### config.mk
export PLATFORM = sky130hd
export DESIGN_NAME = fcc_seq_ctrl
export DESIGN_NICKNAME = d
export VERILOG_FILES = /design/src/rtl/fcc_seq_ctrl.sv
export SDC_FILE = /design/constraint.sdc
export NUM_CORES = 1
export LEC_CHECK = 0
export BUFFER_PORTS_ARGS = -buffer_cell sky130_fd_sc_hd__clkbuf_2
export CAP_MARGIN = 15
export CORE_MARGIN = 1.5
export CORE_UTILIZATION = 49
export DETAILED_ROUTE_END_ITERATION = 10
export GPL_TIMING_DRIVEN = 0
export PLACE_DENSITY = 0.81
export SYNTH_ARGS = -nofsm -noshare
export SYNTH_HDL_FRONTEND = slang
export SYNTH_SLANG_ARGS = --single-unit
### constraint.sdc
create_clock -name clk -period 2.23 [get_ports clk]
set_clock_uncertainty 0.2 [all_clocks]
set_input_delay 0.446 -clock clk [delete_from_list [all_inputs] [get_ports clk]]
set_output_delay 0.446 -clock clk [all_outputs]
set_load 0.005 [all_outputs]
### src/rtl/fcc_seq_ctrl.sv
// Sequencer for the finger-counting converter: accepts a codeword, lets the converter settle,
// returns the sampled count on an output stream and keeps error/sum statistics with an error lock.
module fcc_seq_ctrl #(
  parameter int unsigned SETTLE_CYCLES = 1,
  parameter int unsigned ERR_LIMIT     = 3
) (
  input  logic        clk,
  input  logic        rst_n,
  input  logic        in_valid,
  output logic        in_ready,
  input  logic [8:0]  in_cw,
  output logic [8:0]  conv_cw,
  input  logic [3:0]  conv_result,
  output logic        out_valid,
  input  logic        out_ready,
  output logic [3:0]  out_value,
  output logic        out_err,
  output logic        lock,
  input  logic        clear_lock,
  input  logic        clear_stats,
  output logic [7:0]  err_cnt,
  output logic [11:0] sum_cnt
);

  localparam int unsigned TMR_W  = 4;
  localparam int unsigned RUN_W  = 4;
  localparam int unsigned RUN_XW = RUN_W + 1;
  localparam int unsigned SUM_W  = 12;
  localparam int unsigned SUM_XW = SUM_W + 1;

  typedef enum logic [1:0] {IDLE, SETTLE, EMIT, LOCK} state_t;

  state_t              state;
  logic [TMR_W-1:0]    timer;
  logic [RUN_W-1:0]    err_run;

  logic                res_err_c;
  logic [RUN_XW-1:0]   run_inc_c;
  logic                run_hit_c;
  logic [SUM_XW-1:0]   sum_ext_c;
  logic [SUM_W-1:0]    sum_sat_c;

  // Result classification and saturating statistic arithmetic
  assign res_err_c = (conv_result == 4'd0) || (conv_result > 4'd10);
  assign run_inc_c = {1'b0, err_run} + RUN_XW'(1);
  assign run_hit_c = run_inc_c >= RUN_XW'(ERR_LIMIT);
  assign sum_ext_c = {1'b0, sum_cnt} + SUM_XW'(out_value);
  assign sum_sat_c = sum_ext_c[SUM_W] ? '1 : sum_ext_c[SUM_W-1:0];

  always_ff @(posedge clk or negedge rst_n) begin
    if (!rst_n) begin
      state     <= IDLE;
      in_ready  <= 1'b0;
      conv_cw   <= '0;
      timer     <= '0;
      out_value <= '0;
      out_err   <= 1'b0;
      out_valid <= 1'b0;
      lock      <= 1'b0;
      err_cnt   <= '0;
      sum_cnt   <= '0;
      err_run   <= '0;
    end else begin
      case (state)
        IDLE: begin
          if (in_valid && in_ready) begin
            conv_cw  <= in_cw;
            timer    <= TMR_W'(SETTLE_CYCLES);
            in_ready <= 1'b0;
            state    <= SETTLE;
          end else begin
            in_ready <= 1'b1;
          end
        end
        SETTLE: begin
          timer <= timer - TMR_W'(1);
          if (timer <= TMR_W'(1)) begin
            out_value <= conv_result;
            out_err   <= res_err_c;
            out_valid <= 1'b1;
            state     <= EMIT;
          end
        end
        EMIT: begin
          if (out_ready) begin
            out_valid <= 1'b0;
            if (out_err) begin
              if (err_cnt != '1) err_cnt <= err_cnt + 8'd1;
              err_run <= RUN_W'(run_inc_c);
              if (run_hit_c) begin
                lock  <= 1'b1;
                state <= LOCK;
              end else begin
                in_ready <= 1'b1;
                state    <= IDLE;
              end
            end else begin
              sum_cnt  <= sum_sat_c;
              err_run  <= '0;
              in_ready <= 1'b1;
              state    <= IDLE;
            end
          end
        end
        LOCK: begin
          if (clear_lock) begin
            err_run  <= '0;
            lock     <= 1'b0;
            in_ready <= 1'b1;
            state    <= IDLE;
          end
        end
        default: state <= IDLE;
      endcase
      // Placed last so a coincident handshake update is overridden
      if (clear_stats) begin
        err_cnt <= '0;
        sum_cnt <= '0;
      end
    end
  end

endmodule

==> results of run 1 <==
cells by family (layout without fill, tap and decap cells):
family	count (synthesis)	count (layout)	synth area share, %
DFF	47	47	47.2
muxes	17	17	8.14
xor gates and xnor gates	9	9	3.16
AOI/OAI and AO/OA	56	56	14.9
and+or+nand+nor	79	79	18.4
adders and majority gates	10	10	5.32
buffers and inverters	14	80	2.86
state kept, by name, indices dropped and copies added, names as in the netlist:
signal / count
timer: 4
out_err: 1
state: 2
err_run: 4
sum_cnt: 12
in_ready: 1
conv_cw: 9
out_valid: 1
err_cnt: 8
lock: 1
out_value: 4
power by group:
part | internal, mW | total [mW] | switching, mW
Combinational | 0.612 | 1.17 | 0.556
Sequential | 1.08 | 1.29 | 0.211
Clock | 0.220 | 0.496 | 0.276
critical path: stages (launching register included):
cell	delay, ns
dfrtp_1	0.42
ha_2	0.21
fa_2	0.39
a211oi_4	0.31
nor3_2	0.10
nor4b_2	0.25
a211oi_1	0.10
cell type report:
class	count	area [um2]	share of cell area [%]
Multi-Input combinational cell	171	1270	42.5
Sequential cell	47	1180	39.2
Tap cell	67	83.8	2.79
Buffer	7	45.0	1.50
Clock inverter	1	5.00	0.167
Timing Repair Buffer	58	313	10.4
Clock buffer	7	76.3	2.54
Inverter	7	26.3	0.876
path summary, 6_finish.rpt:
kind / start / to / slack [ns] / depth (start not counted)
max in group asynchronous: rst_n / err_cnt[7] / 0.87 / 3
worst min register to register: conv_cw[7] / conv_cw[7] / 0.31 / 1
worst max-delay path: out_value[0] / sum_cnt[11] / 0.10 / 6
min in group asynchronous: rst_n / sum_cnt[4] / 0.43 / 2
worst max register to register: out_value[0] / sum_cnt[11] / 0.10 / 6
worst min-delay path: in_cw[1] / conv_cw[1] / 0.17 / 2
layer usage:
layer	global-route usage, %	routed length [um]	vias to the layer above
met4	7.47	77	0
met2	35.0	2530	59
met1	27.2	2380	1017
met5	0	0	-
met3	4.61	269	8
li1	-	-	986
metrics by stage:
| step | instances | TNS (ns) | hold WS [ns] | cell area (um2) | util (%) |
|---|---|---|---|---|---|
| after global routing | 365 | 0 | 0.171 | 3000 | 62.3 |
| after CTS | 362 | 0 | 0.160 | 2940 | 61.0 |
| final | 365 | 0 | 0.167 | 3000 | 62.3 |
| after floorplan | 232 | 0 | -0.0496 | 2490 | - |
| after detailed placement | 354 | -0.794 | 0.299 | 2850 | 59.2 |
| after global placement | 354 | -0.519 | 0.292 | 2850 | 59.2 |
layout by cell type (no fill, tap or decap), drive strengths merged, types with 4 or more instances in the layout:
cell type,n
nand2,14
nand2b,4
a31oi,9
a311oi,4
nor3,6
inv,7
and3,6
dfrtp,47
a21oi,8
mux2,14
ha,9
nand3,9
nor2,21
o21ai,17
xor2,7
clkbuf,63
o211ai,5
buf,8
repair_timing:
item	4_1_cts	5_1_grt
setup buffers	0	2
pin swaps	2	5
endpoints found under the hold margin	0	17
hold buffers	0	1
gates resized for setup	1	6
setup endpoints to repair	11	11
==> impl_metrics.csv, run 1 <==
group,metric,value,unit
sta,finalCritPeriodShare,95.4,%
sta,worst_pin_slew,0.499,ns
worst_hold_path,hold_class,"primary input to flop",
yosys,synthArstFlopShare,100,%
drt,ant_nets,0,
yosys,avgSynthCellArea,10.7,um2
sta,hold_viol,0,
placed_design,io_buffers,55,
setup_path,critPathLaunchType,"flop",
clock_tree,clkSlewWorstSetupHoldPaths,0.08,ns
floorplanning,ios,56,
yosys,synth_cells,232,
cells_and_area,n_fill_cell,428,
drt,dr_total_vias,2070,
floorplanning,row_count,25,
yosys,ys_top_cells_by_count,"dfrtp_1 (47), nor2_1 (21), o21ai_0 (17), nand2_1 (14), mux2_2 (10)",
floorplanning,die_x,74.3,um
floorplanning,die_height,74.3,um
yosys,syn_nets,261,
cells_and_area,nNetsFinal,326,
setup_path,cp-end-kind,"flop",
sta,worst_slew_margin_rel,66.7,%
clock_tree,clock_path_buffers,2,
global_route,grt_max_degree,48,
sta,fmax,470,MHz
yosys,post-synth-top-area-fraction,47.2,%
setup_path,worst-setup-path-type,"flop to flop",
power,p_per_area,986,nW/um2
cells_and_area,antenna_cells,0,
drt,routedWlPerCell,14.4,um
setup_path,cp_data_required_time,2.19,ns
sta,fin_crit,2.13,ns
cells_and_area,drive_above_1_share,32.2,%
floorplanning,core,4820,um2
yosys,syn-cell-area,2490,um2
flow_run,cap_violations,0,
yosys,synthFlopType,"dfrtp_1",
yosys,yosys_warnings,0,
sta,maxSlewViolCount,0,
drt,via_per_inst,5.67,
clock_tree,h-tree-depth,2,
global_route,grt_pass1_wl,8940,um
yosys,yosys_register_bits,47,
sta,rsz0062_at_grt,"no",
cells_and_area,syn2layout_area_growth,20.4,%
drt,postRouteWirelength,5250,um
drt,dr.pass1.iters,4,
placed_design,preCtsSetupSlack,-0.139,ns
clock_tree,cts_tree,"built",
setup_path,cp_max_fo,3,
power,power,2.96,mW
sta,fin_ws,0.102,ns
yosys,ys_types,50,
floorplanning,die-area,5520,um2
clock_tree,cts_inserted_buffers,5,
yosys,synthTopCellsByArea,"dfrtp_1 (47%), ha_1 (4.5%), mux2_2 (4.5%)",
floorplanning,initial_core_util,51.7,%
yosys,yosysMostFrequentCell,"dfrtp_1",
placed_design,gp_congestion,0.853,
global_route,track_usage,21.0,%
power,power_leakage,1.44,nW
global_route,antenna_found_initial,0,
placed_design,dp_hpwl,3700,um
drt,drt_iter0_drc,152,
yosys,synth_top_cell_by_area,"dfrtp_1",
yosys,seq_area_frac_synth,47.2,%
clock_tree,numClockSinks,47,
power,peakVddDrop,0.000666,V
clock_tree,clock_latency,0.30,ns
global_route,grt-ovfl-total,0,
drt,drc,0,
clock_tree,cts_root_buf,"clkbuf_8",
outcome,status,"complete, no violations",
yosys,synth_edf_count,0,
global_route,grt_pass1_vias,1943,
setup_path,cp.arrival,2.09,ns
sta,setup_viol,0,
Note: power is estimated with default switching activity, not from simulation.
==> run 2: changes to the inputs <==
--- a/config.mk
+++ b/config.mk
@@ -7,7 +7,7 @@
 export LEC_CHECK = 0
 export BUFFER_PORTS_ARGS = -buffer_cell sky130_fd_sc_hd__clkbuf_2
 export CAP_MARGIN = 15
-export CORE_MARGIN = 1.5
+export CORE_ASPECT_RATIO = 0.6
 export CORE_UTILIZATION = 49
 export DETAILED_ROUTE_END_ITERATION = 10
 export GPL_TIMING_DRIVEN = 0
==> run 2 against run 1 <==
Against the previous run:
- setup slack improved by 0.024 ns
- critical path type unchanged
- highest routed layer unchanged
- wire length rose by 4.8%
- hold slack improved by 0.010 ns
==> impl_metrics.csv, run 2 (same netlist as run 1, synthesis figures left out) <==
group,metric,value,unit
setup_path,crit_start,"sum_cnt[0]",
power,p_per_area,994,nW/um2
global_route,grt_pass1_wl,9150,um
global_route,track_usage,22.1,%
cells_and_area,top_regs,"sum_cnt: 12 flops, conv_cw: 9 flops, err_cnt: 8 flops",
power,power,3.00,mW
cells_and_area,syn2layout_area_growth,21.1,%
sta,fmax,475,MHz
floorplanning,row_count,19,
placed_design,preCtsSetupSlack,-0.200,ns
global_route,antenna_found_initial,0,
setup_path,cp.arrival,2.06,ns
setup_path,reg2reg_slack,0.13,ns
setup_path,worst-setup-path-type,"flop to flop",
worst_hold_path,hold_class,"primary input to flop",
cells_and_area,largest_register_ffs,12,
flow_run,cap_violations,0,
cells_and_area,final_area,3020,um2
clock_tree,cts_inserted_buffers,5,
setup_path,rr_endpoint,"sum_cnt[6]",
sta,whs,0.177,ns
power,peakVddDrop,0.000523,V
setup_path,cp_max_fo,3,
cells_and_area,antenna_cells,0,
sta,worst_pin_slew,0.480,ns
cells_and_area,nNetsFinal,326,
setup_path,reg2reg_from,"sum_cnt[0]",
floorplanning,ios,56,
floorplanning,core,4730,um2
sta,finalCritPeriodShare,94.3,%
sta,fin_crit,2.10,ns
sta,worst_slew_margin_rel,68.0,%
clock_tree,cts_tree,"built",
cells_and_area,largest-register,"sum_cnt",
setup_path,critPathLaunchType,"flop",
clock_tree,numClockSinks,47,
drt,via_per_inst,5.71,
placed_design,dp_hpwl,3980,um
clock_tree,clkSlewWorstSetupHoldPaths,0.09,ns
cells_and_area,layout_common_cells,"clkbuf_2 (55), dfrtp_1 (47), nor2_1 (21)",
drt,dr.pass1.iters,4,
sta,setup_viol,0,
placed_design,gp_congestion,0.848,
setup_path,rr_worst_depth,7,
drt,ant_nets,0,
setup_path,crit_end,"sum_cnt[6]",
global_route,grt-ovfl-total,0,
clock_tree,clock_latency,0.29,ns
power,power_leakage,1.45,nW
drt,routedWlPerCell,15.3,um
placed_design,place_area,2850,um2
cells_and_area,drive_above_1_share,34.0,%
floorplanning,die_height,57.2,um
clock_tree,h-tree-depth,2,
setup_path,cp-end-kind,"flop",
outcome,status,"complete, no violations",
cells_and_area,post-route-util,63.8,%
clock_tree,clock_path_buffers,2,
drt,drt_iter0_drc,99,
drt,postRouteWirelength,5500,um
cells_and_area,layout_commonest_cell,"clkbuf_2",
sta,rsz0062_at_grt,"no",
floorplanning,die-area,5380,um2
clock_tree,cts_root_buf,"clkbuf_8",
sta,maxSlewViolCount,0,
drt,drc,0,
global_route,grt_pass1_vias,1879,
sta,hold_viol,0,
sta,fin_ws,0.127,ns
setup_path,cp_data_required_time,2.19,ns
floorplanning,die_x,94.1,um
floorplanning,initial_core_util,52.7,%
drt,dr_total_vias,2056,
placed_design,io_buffers,55,
global_route,grt_max_degree,48,
[run 2: changes by cell type in the layout (fill, tap and decap cells not counted)]
| cell | delta |
|---|---|
| nor3b_2 | +1 |
| nor4_1 | -1 |
| nor3_1 | -1 |
| clkbuf_1 | -2 |
| nor4_2 | +1 |
| nor3b_1 | -1 |
| a21o_1 | -1 |
| clkbuf_8 | +1 |
| a211oi_4 | -1 |
| nor3_4 | +1 |
| a211oi_2 | +1 |
| a21o_2 | +1 |
[run 2: area by class of cell]
| cell class | count | area (um2) |
|---|---|---|
| clock inverter | 1 | 5.00 |
| fill | 392 | 1710 |
| sequential | 47 | 1180 |
| clock buffer | 6 | 82.6 |
| timing repair buffer | 58 | 313 |
| inverter | 7 | 26.3 |
| buffer | 7 | 45.0 |
| multi-input combinational | 171 | 1290 |
| tap | 63 | 78.8 |
[run 2: per-layer routing]
layer,GRT usage [%],share of wire (%),vias up
met4,4.62,0.18,0
met3,4.80,4.8,2
met1,33.7,49,1007
met2,32.4,46,53
li1,-,-,994
met5,0,0,-
[run 2: where the power goes]
group,internal (mW),switching [mW],leakage [nW]
Combinational,0.614,0.566,0.791
Sequential,1.08,0.217,0.611
Clock,0.244,0.275,0.0470
[run 2: worst max-delay path, stage by stage (launching register included)]
cell and delay, ns:
dfrtp_1 0.40, ha_2 0.22, fa_2 0.23, a211oi_2 0.09, buf_4 0.15, or3_1 0.41, nor3b_2 0.21, nor3_1 0.06
[run 2: per-stage QoR]
stage	instances	TNS, ns
2_1_floorplan	232	0
6_report	360	0
4_1_cts	358	0
5_1_grt	360	0
3_5_place_dp	350	-1.16
3_3_place_gp	350	-0.423
[run 2: worst min-delay path by stage]
stage	start	to	slack, ns	cells past startpoint
after CTS	in_cw[0]	conv_cw[0]	0.18	2
final	in_cw[0]	conv_cw[0]	0.18	2
after global routing	in_cw[4]	conv_cw[4]	0.18	2
after detailed placement	conv_cw[8]	conv_cw[8]	0.30	1
after floorplan	rst_n	conv_cw[0]	-0.05	0
after global placement	conv_cw[8]	conv_cw[8]	0.29	1
[run 2: timing repair]
item	CTS	global route
buffers inserted	1	0
hold endpoints to repair	0	13
pin swaps	1	1
cloned	0	0
hold buffers	0	1
endpoints found under the setup margin	12	9
resized for setup	1	10
==> run 3: changes to the inputs <==
--- a/config.mk
+++ b/config.mk
@@ -8,10 +8,10 @@
 export BUFFER_PORTS_ARGS = -buffer_cell sky130_fd_sc_hd__clkbuf_2
 export CAP_MARGIN = 15
 export CORE_ASPECT_RATIO = 0.6
-export CORE_UTILIZATION = 49
+export CORE_UTILIZATION = 35
 export DETAILED_ROUTE_END_ITERATION = 10
 export GPL_TIMING_DRIVEN = 0
-export PLACE_DENSITY = 0.81
+export PLACE_DENSITY = 0.61
 export SYNTH_ARGS = -nofsm -noshare
 export SYNTH_HDL_FRONTEND = slang
 export SYNTH_SLANG_ARGS = --single-unit
==> constraint.sdc (replaced) <==
create_clock -name clk -period 2.55 [get_ports clk]
set_clock_uncertainty 0.2 [all_clocks]
set_input_delay 0.51 -clock clk [delete_from_list [all_inputs] [get_ports clk]]
set_output_delay 0.51 -clock clk [all_outputs]
set_load 0.005 [all_outputs]
==> run 3 against run 2 <==
Against the previous run:
- count of clock-buffer cells in the layout increased by 1
- wire length increased by 1.5%
- hold slack improved by 0.070 ns
- maximum frequency decreased by 12%
- global-route usage decreased by 6.0 points
- first-iteration DRC count decreased by 20%
- register-to-register slack improved by 0.02 ns
- design area increased by 0.83%
- clock power increased by 24%
- largest power group unchanged
==> impl_metrics.csv, run 3 (same netlist as run 1, synthesis figures left out) <==
group,metric,value,unit
outcome,status,"complete, no violations",
drt,dr.pass1.iters,4,
global_route,grt_max_degree,35,
placed_design,dp_hpwl,4110,um
setup_path,cp_cell_sequence,"ha_1, fa_1, a211oi_1, nor3_1, nor4b_1, a211oi_1",
cells_and_area,layout_common_cells,"clkbuf_2 (55), dfrtp_1 (47), nor2_1 (21)",
setup_path,rr_worst_depth,6,
worst_hold_path,worst_hold_startpoint,"in_cw[1]",
floorplanning,row_count,23,
global_route,antenna_found_initial,0,
cells_and_area,largest-register,"sum_cnt",
clock_tree,cts_inserted_buffers,5,
clock_tree,cts_root_buf,"clkbuf_16",
drt,via_per_inst,5.24,
sta,worst_slew_margin_rel,67.5,%
power,peakVddDrop,0.000428,V
cells_and_area,largest_register_ffs,12,
setup_path,cp_common_cell,"a211oi_1",
sta,finalSetupTns,0,ns
drt,dr_total_vias,2012,
setup_path,rr_endpoint,"sum_cnt[11]",
sta,fmax,416,MHz
clock_tree,cts_tree,"built",
floorplanning,ios,56,
setup_path,reg2reg_from,"out_value[0]",
placed_design,preCtsSetupSlack,0.146,ns
floorplanning,die_x,111,um
clock_tree,numClockSinks,47,
sta,maxSlewViolCount,0,
cells_and_area,top_regs,"sum_cnt: 12 flops, conv_cw: 9 flops, err_cnt: 8 flops",
floorplanning,core,6760,um2
cells_and_area,nNetsFinal,325,
clock_tree,clkSlewWorstSetupHoldPaths,0.07,ns
drt,postRouteWirelength,5590,um
placed_design,place_area,2900,um2
cells_and_area,final_area,3040,um2
drt,routedWlPerCell,14.5,um
cells_and_area,drive_above_1_share,30.0,%
drt,drt_iter0_drc,79,
sta,setup_viol,0,
sta,hold_viol,0,
setup_path,cp_max_fo,3,
placed_design,gp_congestion,0.760,
sta,fin_crit,2.40,ns
drt,ant_nets,0,
setup_path,critPathLaunchType,"flop",
power,p_per_area,914,nW/um2
setup_path,cp_top_family,"adder cells",
setup_path,cp_slowest_stage_delay,0.43,ns
worst_hold_path,whs_endpoint,"conv_cw[1]",
clock_tree,clock_latency,0.29,ns
sta,rsz0062_at_grt,"no",
floorplanning,die-area,7470,um2
sta,worst_pin_slew,0.488,ns
setup_path,cp-end-kind,"flop",
setup_path,worst-setup-path-type,"flop to flop",
drt,drc,0,
power,power,2.78,mW
cells_and_area,syn2layout_area_growth,22.1,%
setup_path,path_buf_inv,0,
floorplanning,initial_core_util,36.8,%
floorplanning,die_height,67.4,um
setup_path,cpMaxStageDelayCell,"a211oi_1",
setup_path,cp.arrival,2.35,ns
cells_and_area,layout_commonest_cell,"clkbuf_2",
global_route,track_usage,16.1,%
power,power_leakage,1.46,nW
placed_design,io_buffers,55,
worst_hold_path,whs_path_depth,2,
setup_path,crit_start,"out_value[0]",
global_route,grt-ovfl-total,0,
clock_tree,cts_resized,0,
global_route,grt_pass1_vias,1869,
setup_path,cp_data_required_time,2.50,ns
flow_run,cap_violations,0,
worst_hold_path,hold_class,"primary input to flop",
sta,fin_ws,0.149,ns
clock_tree,clock_path_buffers,2,
cells_and_area,antenna_cells,0,
global_route,grt_pass1_wl,9440,um
clock_tree,h-tree-depth,2,
sta,finalCritPeriodShare,94.2,%
setup_path,reg2reg_slack,0.15,ns
run 3: final cells by class:
cell class                 count  area [um2]
buffer                         7        45.0
clock buffer                   7         133
clock inverter                 1        5.00
fill                         642        3720
inverter                       7        26.3
multi-input combinational    171        1240
sequential                    47        1180
tap                           87         109
timing repair buffer          57         305
run 3: metrics by stage:
stage / instances / hold slack [ns] / utilization [%]
2_1_floorplan: 232 / 0.0144 / -
3_3_place_gp: 374 / 0.291 / 42.5
3_5_place_dp: 375 / 0.253 / 42.8
4_1_cts: 384 / 0.248 / 45.0
5_1_grt: 384 / 0.248 / 45.0
6_report: 384 / 0.247 / 45.0
run 3: worst reg2reg max path, stage by stage (launching register included):
cell and delay, ns:
dfrtp_1 0.40, ha_1 0.24, fa_1 0.42, a211oi_1 0.43, nor3_1 0.15, nor4b_1 0.31, a211oi_1 0.12
run 3: what timing repair did:
action / 4_1_cts / 5_1_grt
endpoints found under the hold margin: 13 / 0
buffers inserted: 0 / 0
hold buffers: 1 / 0
run 3: per-layer routing:
| layer | vias up | track usage (%) | wire [um] |
|---|---|---|---|
| met1 | 977 | 23.6 | 3020 |
| li1 | 992 | - | - |
| met5 | - | 0 | 0 |
| met4 | 0 | 4.50 | 58 |
| met3 | 8 | 4.04 | 228 |
| met2 | 35 | 23.5 | 2280 |
run 3: where the power goes:
| group | internal [mW] | switching (mW) |
|---|---|---|
| Clock | 0.363 | 0.281 |
| Sequential | 0.948 | 0.186 |
| Combinational | 0.524 | 0.477 |
run 3: worst max path at each step:
stage / to / slack [ns] / depth (start not counted)
floorplan: sum_cnt[11] / 0.35 / 6
global placement: sum_cnt[11] / 0.18 / 6
detailed placement: sum_cnt[11] / 0.15 / 6
CTS: sum_cnt[11] / 0.12 / 6
global route: sum_cnt[11] / 0.03 / 6
finish: sum_cnt[11] / 0.15 / 6
